$ cat src/rtl/mem_arbiter_pkg.sv
// rtl/mem_arbiter_pkg.sv - shared types and constants for the byte-wide RAM arbiter
// Purpose: arbiter state encodings, request owner, access sizes and common
// constants, plus the mem_size decode used at acceptance.
package mem_arbiter_pkg;

  typedef enum logic [1:0] {
    IdleSt  = 2'd0,
    ReadSt  = 2'd1,
    WriteSt = 2'd2,
    DoneSt  = 2'd3
  } arb_state_e;

  typedef enum logic {
    OwnIf  = 1'b0,
    OwnMem = 1'b1
  } arb_owner_e;

  localparam logic [2:0]  SizeB    = 3'd1;
  localparam logic [2:0]  SizeH    = 3'd2;
  localparam logic [2:0]  SizeW    = 3'd4;
  localparam logic        True     = 1'b1;
  localparam logic        False    = 1'b0;
  localparam logic [31:0] ZeroWord = 32'h0000_0000;

  // Sizes 0 and 3 are illegal and fall back to a full word.
  function automatic logic [2:0] size_bytes(input logic [1:0] sz);
    case (sz)
      2'd1:    size_bytes = SizeB;
      2'd2:    size_bytes = SizeH;
      default: size_bytes = SizeW;
    endcase
  endfunction

endpackage

$ cat src/rtl/mem_arbiter_if.sv
// rtl/mem_arbiter_if.sv - request, response and RAM-port bundle of the arbiter
// Purpose: groups the IF/MEM handshakes and the byte RAM port.
// Modports: slave  = arbiter side (requests and ram_din in, responses and RAM controls out)
//           master = environment side (CPU stages plus RAM model)
interface mem_arbiter_if #(
  parameter int ADDR_W = 17
);
  logic              jmp;
  logic              if_req;
  logic [31:0]       if_addr;
  logic [31:0]       if_data;
  logic              if_ok;
  logic              mem_req;
  logic              mem_we;
  logic [1:0]        mem_size;
  logic [31:0]       mem_addr;
  logic [31:0]       mem_wdata;
  logic [31:0]       mem_rdata;
  logic              mem_ok;
  logic [ADDR_W-1:0] ram_a;
  logic [7:0]        ram_dout;
  logic              ram_wr;
  logic [7:0]        ram_din;

  modport slave (
    input  jmp, if_req, if_addr, mem_req, mem_we, mem_size, mem_addr, mem_wdata, ram_din,
    output if_data, if_ok, mem_rdata, mem_ok, ram_a, ram_dout, ram_wr
  );

  modport master (
    output jmp, if_req, if_addr, mem_req, mem_we, mem_size, mem_addr, mem_wdata, ram_din,
    input  if_data, if_ok, mem_rdata, mem_ok, ram_a, ram_dout, ram_wr
  );
endinterface

$ cat src/rtl/mem_arbiter.sv
// rtl/mem_arbiter.sv - shares one byte-wide synchronous RAM between fetch and load/store
// Purpose: serialises 32-bit fetches and 1/2/4-byte loads/stores into byte
// accesses and returns little-endian words with a one-cycle done pulse.
// Ports: clk  - rising-edge clock
//        rst  - asynchronous active-low reset
//        bus  - mem_arbiter_if.slave (IF/MEM handshakes, RAM port)
module mem_arbiter
  import mem_arbiter_pkg::*;
#(
  parameter int ADDR_W = 17
) (
  input logic          clk,
  input logic          rst,
  mem_arbiter_if.slave bus
);

  arb_state_e        r_state;
  arb_owner_e        r_owner;
  logic [2:0]        r_len;
  logic [2:0]        r_cnt;       // edges elapsed since the accept edge
  logic [ADDR_W-1:0] r_addr;
  logic [31:0]       r_wdata;
  logic [31:0]       r_buf;
  logic [ADDR_W-1:0] r_ram_a;
  logic [7:0]        r_ram_dout;
  logic              r_ram_wr;
  logic [31:0]       r_if_data;
  logic              r_if_ok;
  logic [31:0]       r_mem_rdata;
  logic              r_mem_ok;

  logic [ADDR_W-1:0] w_addr_k;
  logic [7:0]        w_wbyte_k;
  logic [1:0]        w_cap_idx;
  logic [31:0]       w_buf_next;
  logic              w_last_rd;
  logic              w_unused;

  assign w_addr_k  = r_addr + ADDR_W'(r_cnt);
  assign w_wbyte_k = r_wdata[{r_cnt[1:0], 3'b000} +: 8];
  // ram_din lags its address by one cycle, so edge k captures byte k-2.
  assign w_cap_idx = 2'(r_cnt - 3'd2);
  assign w_last_rd = (r_cnt == r_len + 3'd1);
  assign w_unused  = ^{bus.if_addr[31:ADDR_W], bus.mem_addr[31:ADDR_W]};

  always_comb begin
    w_buf_next = r_buf;
    w_buf_next[{w_cap_idx, 3'b000} +: 8] = bus.ram_din;
  end

  always_ff @(posedge clk or negedge rst) begin
    if (!rst) begin
      r_state     <= IdleSt;
      r_owner     <= OwnIf;
      r_len       <= 3'd0;
      r_cnt       <= 3'd0;
      r_addr      <= '0;
      r_wdata     <= ZeroWord;
      r_buf       <= ZeroWord;
      r_ram_a     <= '0;
      r_ram_dout  <= 8'h00;
      r_ram_wr    <= False;
      r_if_data   <= ZeroWord;
      r_if_ok     <= False;
      r_mem_rdata <= ZeroWord;
      r_mem_ok    <= False;
    end else begin
      case (r_state)
        IdleSt: begin
          r_cnt <= 3'd1;
          // Cleared per transaction so short loads come back zero-filled.
          r_buf <= ZeroWord;
          if (bus.mem_req) begin
            r_owner <= OwnMem;
            r_len   <= size_bytes(bus.mem_size);
            r_addr  <= bus.mem_addr[ADDR_W-1:0];
            r_wdata <= bus.mem_wdata;
            r_ram_a <= bus.mem_addr[ADDR_W-1:0];
            if (bus.mem_we) begin
              r_ram_wr   <= True;
              r_ram_dout <= bus.mem_wdata[7:0];
              r_state    <= WriteSt;
            end else begin
              r_ram_wr <= False;
              r_state  <= ReadSt;
            end
          end else if (bus.if_req && !bus.jmp) begin
            r_owner  <= OwnIf;
            r_len    <= SizeW;
            r_addr   <= bus.if_addr[ADDR_W-1:0];
            r_ram_a  <= bus.if_addr[ADDR_W-1:0];
            r_ram_wr <= False;
            r_state  <= ReadSt;
          end
        end

        ReadSt: begin
          r_cnt <= r_cnt + 3'd1;
          // A flush wins even on the completion edge; the stale fetch is dropped.
          if (r_owner == OwnIf && bus.jmp) begin
            r_state <= IdleSt;
          end else begin
            if (r_cnt < r_len) r_ram_a <= w_addr_k;
            if (r_cnt >= 3'd2) r_buf <= w_buf_next;
            if (w_last_rd) begin
              if (r_owner == OwnIf) begin
                r_if_data <= w_buf_next;
                r_if_ok   <= True;
              end else begin
                r_mem_rdata <= w_buf_next;
                r_mem_ok    <= True;
              end
              r_state <= DoneSt;
            end
          end
        end

        WriteSt: begin
          r_cnt <= r_cnt + 3'd1;
          if (r_cnt < r_len) begin
            r_ram_a    <= w_addr_k;
            r_ram_dout <= w_wbyte_k;
          end else begin
            r_ram_wr <= False;
            r_mem_ok <= True;
            r_state  <= DoneSt;
          end
        end

        // One-cycle gap so a request still held high is not served twice.
        DoneSt: begin
          r_if_ok  <= False;
          r_mem_ok <= False;
          r_state  <= IdleSt;
        end

        default: r_state <= IdleSt;
      endcase
    end
  end

  assign bus.ram_a     = r_ram_a;
  assign bus.ram_dout  = r_ram_dout;
  assign bus.ram_wr    = r_ram_wr;
  assign bus.if_data   = r_if_data;
  assign bus.if_ok     = r_if_ok;
  assign bus.mem_rdata = r_mem_rdata;
  assign bus.mem_ok    = r_mem_ok;

endmodule

$ cat src/flat_wrapper.sv
// flat-port wrapper written by rule: the top's interface ports become plain ports
module mem_arbiter_flat import mem_arbiter_pkg::*;
#(
  parameter int ADDR_W = 17
)
  (clk, rst, bus_jmp, bus_if_req, bus_if_addr, bus_mem_req, bus_mem_we, bus_mem_size, bus_mem_addr, bus_mem_wdata, bus_ram_din, bus_if_data, bus_if_ok, bus_mem_rdata, bus_mem_ok, bus_ram_a, bus_ram_dout, bus_ram_wr);
  mem_arbiter_if #(.ADDR_W(ADDR_W)) bus_i ();
  input logic clk;
  input logic rst;
  input wire logic [$bits(bus_i.jmp)-1:0] bus_jmp;
  input wire logic [$bits(bus_i.if_req)-1:0] bus_if_req;
  input wire logic [$bits(bus_i.if_addr)-1:0] bus_if_addr;
  input wire logic [$bits(bus_i.mem_req)-1:0] bus_mem_req;
  input wire logic [$bits(bus_i.mem_we)-1:0] bus_mem_we;
  input wire logic [$bits(bus_i.mem_size)-1:0] bus_mem_size;
  input wire logic [$bits(bus_i.mem_addr)-1:0] bus_mem_addr;
  input wire logic [$bits(bus_i.mem_wdata)-1:0] bus_mem_wdata;
  input wire logic [$bits(bus_i.ram_din)-1:0] bus_ram_din;
  output wire logic [$bits(bus_i.if_data)-1:0] bus_if_data;
  output wire logic [$bits(bus_i.if_ok)-1:0] bus_if_ok;
  output wire logic [$bits(bus_i.mem_rdata)-1:0] bus_mem_rdata;
  output wire logic [$bits(bus_i.mem_ok)-1:0] bus_mem_ok;
  output wire logic [$bits(bus_i.ram_a)-1:0] bus_ram_a;
  output wire logic [$bits(bus_i.ram_dout)-1:0] bus_ram_dout;
  output wire logic [$bits(bus_i.ram_wr)-1:0] bus_ram_wr;
  assign bus_i.jmp = bus_jmp;
  assign bus_i.if_req = bus_if_req;
  assign bus_i.if_addr = bus_if_addr;
  assign bus_i.mem_req = bus_mem_req;
  assign bus_i.mem_we = bus_mem_we;
  assign bus_i.mem_size = bus_mem_size;
  assign bus_i.mem_addr = bus_mem_addr;
  assign bus_i.mem_wdata = bus_mem_wdata;
  assign bus_i.ram_din = bus_ram_din;
  assign bus_if_data = bus_i.if_data;
  assign bus_if_ok = bus_i.if_ok;
  assign bus_mem_rdata = bus_i.mem_rdata;
  assign bus_mem_ok = bus_i.mem_ok;
  assign bus_ram_a = bus_i.ram_a;
  assign bus_ram_dout = bus_i.ram_dout;
  assign bus_ram_wr = bus_i.ram_wr;
  mem_arbiter #(.ADDR_W(ADDR_W)) u_core (.clk(clk), .rst(rst), .bus(bus_i));
endmodule
$ cat config.mk
export PLATFORM = sky130hd
export DESIGN_NAME = mem_arbiter_flat
export DESIGN_NICKNAME = d
export VERILOG_FILES = /design/src/rtl/mem_arbiter_pkg.sv /design/src/rtl/mem_arbiter_if.sv /design/src/rtl/mem_arbiter.sv /design/src/flat_wrapper.sv
export SDC_FILE = /design/constraint.sdc
export NUM_CORES = 1
export LEC_CHECK = 0
export ABC_CLOCK_PERIOD_IN_PS = 4780
export CAP_MARGIN = 25
export CORE_UTILIZATION = 45
export DETAILED_ROUTE_END_ITERATION = 8
export PLACE_DENSITY = 0.79
export SYNTH_ARGS = -nofsm -noshare
export SYNTH_HDL_FRONTEND = slang
export SYNTH_SLANG_ARGS = --single-unit
$ cat constraint.sdc
create_clock -name clk -period 4.78 [get_ports clk]
set_clock_uncertainty 0.2 [all_clocks]
set_input_delay 1.434 -clock clk [delete_from_list [all_inputs] [get_ports clk]]
set_output_delay 1.434 -clock clk [all_outputs]
set_load 0.02 [all_outputs]
==> impl_table.tex <==
\begin{tabular}{lr}
\hline
Metric & Value \\
\hline
\multicolumn{2}{l}{\textbf{Synthesis}} \\
\quad Post-Syn Instances & 776 \\
\quad Proportion of synthesized flip-flops having asynchronous set or reset & 100\% \\
\quad Post-synthesis instance area & 0.00850 sq mm \\
\quad Mean post-synth cell area & 11.0 sq um \\
\quad Number of flip-flops and latches in the synthesized netlist & 182 \\
\quad Synthesized-area fraction occupied by adder cells & 3.33\% \\
\quad Number of enable flip-flop cells after synthesis & 0 \\
\quad Synth Warn \# & 0 \\
\quad Post-synthesis mux area share & 10.1\% \\
\quad Synth unique cells & 52 \\
\quad Post-synth net total & 910 \\
\quad Sequential element share of the synthesized area & 53.6\% \\
\quad Xor/xnor share of the synthesized area & 1.72\% \\
\quad Largest family of logic cells by synthesized area & compound AO/OA/AOI/OAI gates \\
\quad Most used flip-flop cell after synthesis & dfrtp\_1 \\
\quad Simple-Gate Fraction of Synth Area & 12.7\% \\
\quad Compound-Gate Fraction of Synth Area & 15.2\% \\
\multicolumn{2}{l}{\textbf{Route}} \\
\quad DRT antenna net count & 0 \\
\quad Detailed-route via count & 6314 \\
\quad Drt pass-1 iters & 4 \\
\quad Routed wire per std cell & 16.3 um \\
\quad Via-to-Cell Ratio & 5.38 \\
\quad DRC violation count after routing & 0 \\
\quad Final Routed Wirelength & 19200 um \\
\quad Iteration-0 DRC count of the detailed router & 263 \\
\multicolumn{2}{l}{\textbf{STA}} \\
\quad Setup violations, final & 0 \\
\quad Final worst hold slack & 0.281 ns \\
\quad Setup repair after global routing missed its margin & false \\
\quad Final sum of negative setup slack & 0 ns \\
\quad Ratio of final minimum period to clock period & 71.8\% \\
\quad Achievable clock frequency & 291 MHz \\
\quad Final hold vios & 0 \\
\quad Smallest setup slack after layout & 1.35 ns \\
\quad Slew Limit Headroom & 37.9\% \\
\quad Tightest Pin Transition & 0.932 ns \\
\quad Max Transition Viols Final & 0 \\
\quad Shortest clock period the worst path allows after layout & 3.43 ns \\
\multicolumn{2}{l}{\textbf{GRT}} \\
\quad GR Overflow Total & 0 \\
\quad Global-route wire length before repair & 32000 um \\
\quad Overall routing resource usage & 20.8\% \\
\quad Initial antenna violation count & 0 \\
\quad Pin count of the biggest net entering global routing & 112 \\
\quad Number of global-route vias before repair & 6370 \\
\multicolumn{2}{l}{\textbf{Floorplanning}} \\
\quad Total core area & 0.0182 sq mm \\
\quad Die Y & 139 um \\
\quad Die X-Extent & 139 um \\
\quad Initial Utilization & 46.7\% \\
\quad Overall die area & 0.0194 sq mm \\
\quad Placement Rows & 49 \\
\quad Count of boundary I/O pins & 204 \\
\multicolumn{2}{l}{\textbf{Finish}} \\
\quad Post-route cell area & 0.0110 sq mm \\
\quad Non-filler instance count after layout & 1174 \\
\quad Layout cell share with drive strength beyond 1 & 12.4\% \\
\quad Post-synthesis to final-layout area growth & 29.3\% \\
\quad Final \#Nets & 1066 \\
\quad Final-layout fill cell count & 1528 \\
\quad Core Util, Final & 60.4\% \\
\quad Number of diodes & 0 \\
\multicolumn{2}{l}{\textbf{Setup path}} \\
\quad Biggest fanout along the worst timing path & 15 \\
\quad Data arrival time at the worst-slack endpoint & 3.59 ns \\
\quad Type of the worst setup path & reg2reg \\
\quad Critical Path RT & 4.94 ns \\
\quad Setup crit start kind & flop \\
\quad CP endpoint kind & flop \\
\multicolumn{2}{l}{\textbf{Placed design}} \\
\quad Post-placement cell count & 1142 \\
\quad Post-place instance area & 0.0104 sq mm \\
\quad Port Buf Inserts & 173 \\
\quad Routability-driven placement congestion ratio & 0.768 \\
\quad Post-Place Setup Slack & 1.12 ns \\
\quad Detailed-placement wirelength estimate & 13600 um \\
\multicolumn{2}{l}{\textbf{Clock network}} \\
\quad Post-CTS Setup Bufs & 0 \\
\quad Number of gates resized after CTS & 0 \\
\quad Buffers from clock root to sink, at most & 2 \\
\quad Number of buffers inserted for hold repair after clock tree synthesis & 0 \\
\quad Clock edge transition at the registers on the reported setup and hold paths & 0.07 ns \\
\quad Inserted Clock Buffers & 17 \\
\quad CTS sink count & 182 \\
\quad Clock H-tree levels & 4 \\
\quad Clock tree from TritonCTS & done \\
\quad Buffer type at the clock tree root & clkbuf\_16 \\
\quad Source-to-sink clock delay at the later pin of the worst-skew pair & 0.43 ns \\
\multicolumn{2}{l}{\textbf{Flow run}} \\
\quad Max capacitance violation total & 0 \\
\multicolumn{2}{l}{\textbf{Hold path}} \\
\quad Kind of path behind the tightest hold check & reg2reg \\
\multicolumn{2}{l}{\textbf{Run status}} \\
\quad Result of the run & completed \\
\multicolumn{2}{l}{\textbf{Pwr}} \\
\quad Power density relative to cell area & 692 mW/mm\^{}2 \\
\quad Leakage component of the power & 4.79 nW \\
\quad Total power & 7.60 mW \\
\quad Peak VDD IR & 0.329 mV \\
\hline
\end{tabular}
==> worst paths after layout <==
kind,cells past startpoint,startpoint,to,slack (ns)
max,5,u_core.r_cnt[0]$_DFFE_PN0P_,u_core.r_buf[17]$_DFFE_PN0P_,1.35
min,1,u_core.bus.ram_a[9]$_DFFE_PN0P_,u_core.bus.ram_a[9]$_DFFE_PN0P_,0.28
max reg2reg,5,u_core.r_cnt[0]$_DFFE_PN0P_,u_core.r_buf[17]$_DFFE_PN0P_,1.35
min reg2reg,1,u_core.bus.ram_a[9]$_DFFE_PN0P_,u_core.bus.ram_a[9]$_DFFE_PN0P_,0.28
max in group asynchronous,2,rst,u_core.bus.ram_dout[6]$_DFFE_PN0P_,2.79
min in group asynchronous,1,rst,u_core.bus.mem_rdata[6]$_DFFE_PN0P_,0.69
==> layout make-up <==
type	count	area, sq um	area share (%)
Clock inverter	13	145	1.32
Inverter	13	48.8	0.444
Multi-Input combinational cell	534	3660	33.3
Timing Repair Buffer	184	1840	16.7
Clock buffer	19	453	4.12
Sequential cell	182	4550	41.4
Tap cell	229	287	2.61
==> state kept, by name, summed over array words and instances (netlist names) <==
signal,cells
u_core.r_wdata,32
u_core.bus.if_ok,1
u_core.bus.if_data,32
u_core.r_addr,17
u_core.bus.mem_rdata,32
u_core.r_owner,1
u_core.r_len,3
u_core.bus.ram_a,17
u_core.bus.mem_ok,1
u_core.r_cnt,3
u_core.bus.ram_dout,8
u_core.r_state,2
u_core.bus.ram_wr,1
u_core.r_buf,32
==> power breakdown <==
group          internal [mW]  leakage [nW]  switching (mW)
clock                  0.805         0.292           0.612
sequential              2.21          2.30           0.471
combinational           1.64          2.20            1.87
total                   4.65          4.79            2.95
==> cells in the final DEF, fill, tap and decap left out, types with 4 or more instances in the layout <==
cell type | synthesis | layout
dfrtp_1 | 182 | 182
clkdlybuf4s50_1 | 0 | 172
nand2_1 | 82 | 82
a21oi_1 | 75 | 75
o21ai_0 | 59 | 59
nor2_1 | 54 | 54
nor2b_1 | 38 | 38
mux2_2 | 36 | 36
a22o_1 | 32 | 32
mux2i_1 | 27 | 27
ha_1 | 21 | 21
a21oi_2 | 18 | 18
clkbuf_16 | 0 | 17
inv_1 | 13 | 13
xor2_1 | 9 | 9
buf_4 | 1 | 9
and2_1 | 8 | 8
mux4_2 | 8 | 8
nand3_1 | 6 | 6
or3_1 | 5 | 5
xnor2_1 | 5 | 5
nor3_1 | 4 | 4
nand2b_1 | 4 | 4
o211ai_1 | 4 | 4
==> cells in the mapped netlist, types with 4 or more instances <==
library cell | number | area, sq um
a21oi_1 | 75 | 375
a21oi_2 | 18 | 158
a22o_1 | 32 | 280
and2_1 | 8 | 50.1
buf_1 | 9 | 33.8
buf_2 | 11 | 55.1
clkbuf_1 | 21 | 78.8
dfrtp_1 | 182 | 4550
ha_1 | 21 | 263
inv_1 | 13 | 48.8
mux2_2 | 36 | 405
mux2i_1 | 27 | 270
mux4_2 | 8 | 180
nand2_1 | 82 | 308
nand2b_1 | 4 | 25.0
nand3_1 | 6 | 30.0
nor2_1 | 54 | 203
nor2b_1 | 38 | 238
nor3_1 | 4 | 20.0
o211ai_1 | 4 | 30.0
o21ai_0 | 59 | 295
or3_1 | 5 | 31.3
xnor2_1 | 5 | 43.8
xor2_1 | 9 | 78.8
==> cells by family (layout without fill, tap and decap cells) <==
group | Yosys count | in the layout
AO/OA/AOI/OAI | 208 | 208
adder cells (fa/ha/maj) | 22 | 22
XOR/XNOR | 15 | 15
multiplexers | 71 | 71
flip-flops | 182 | 182
buffers and inverters | 60 | 229
AND/OR/NAND/NOR | 218 | 218
==> worst max-delay path, stage by stage (launching register included) <==
cell and delay [ns]:
dfrtp_1 0.95, inv_1 0.36, ha_1 0.47, nor4b_2 0.79, and2_1 0.39, a22o_1 0.21
==> routing by layer <==
metal / up-vias / GRT usage, % / wire (um)
met2: 189 / 33.9 / 9360
met5: - / 0 / 0
met3: 15 / 5.71 / 1220
li1: 3029 / - / -
met4: 0 / 5.44 / 152
met1: 3081 / 27.4 / 8440
Power figures use the tool's default switching activity.
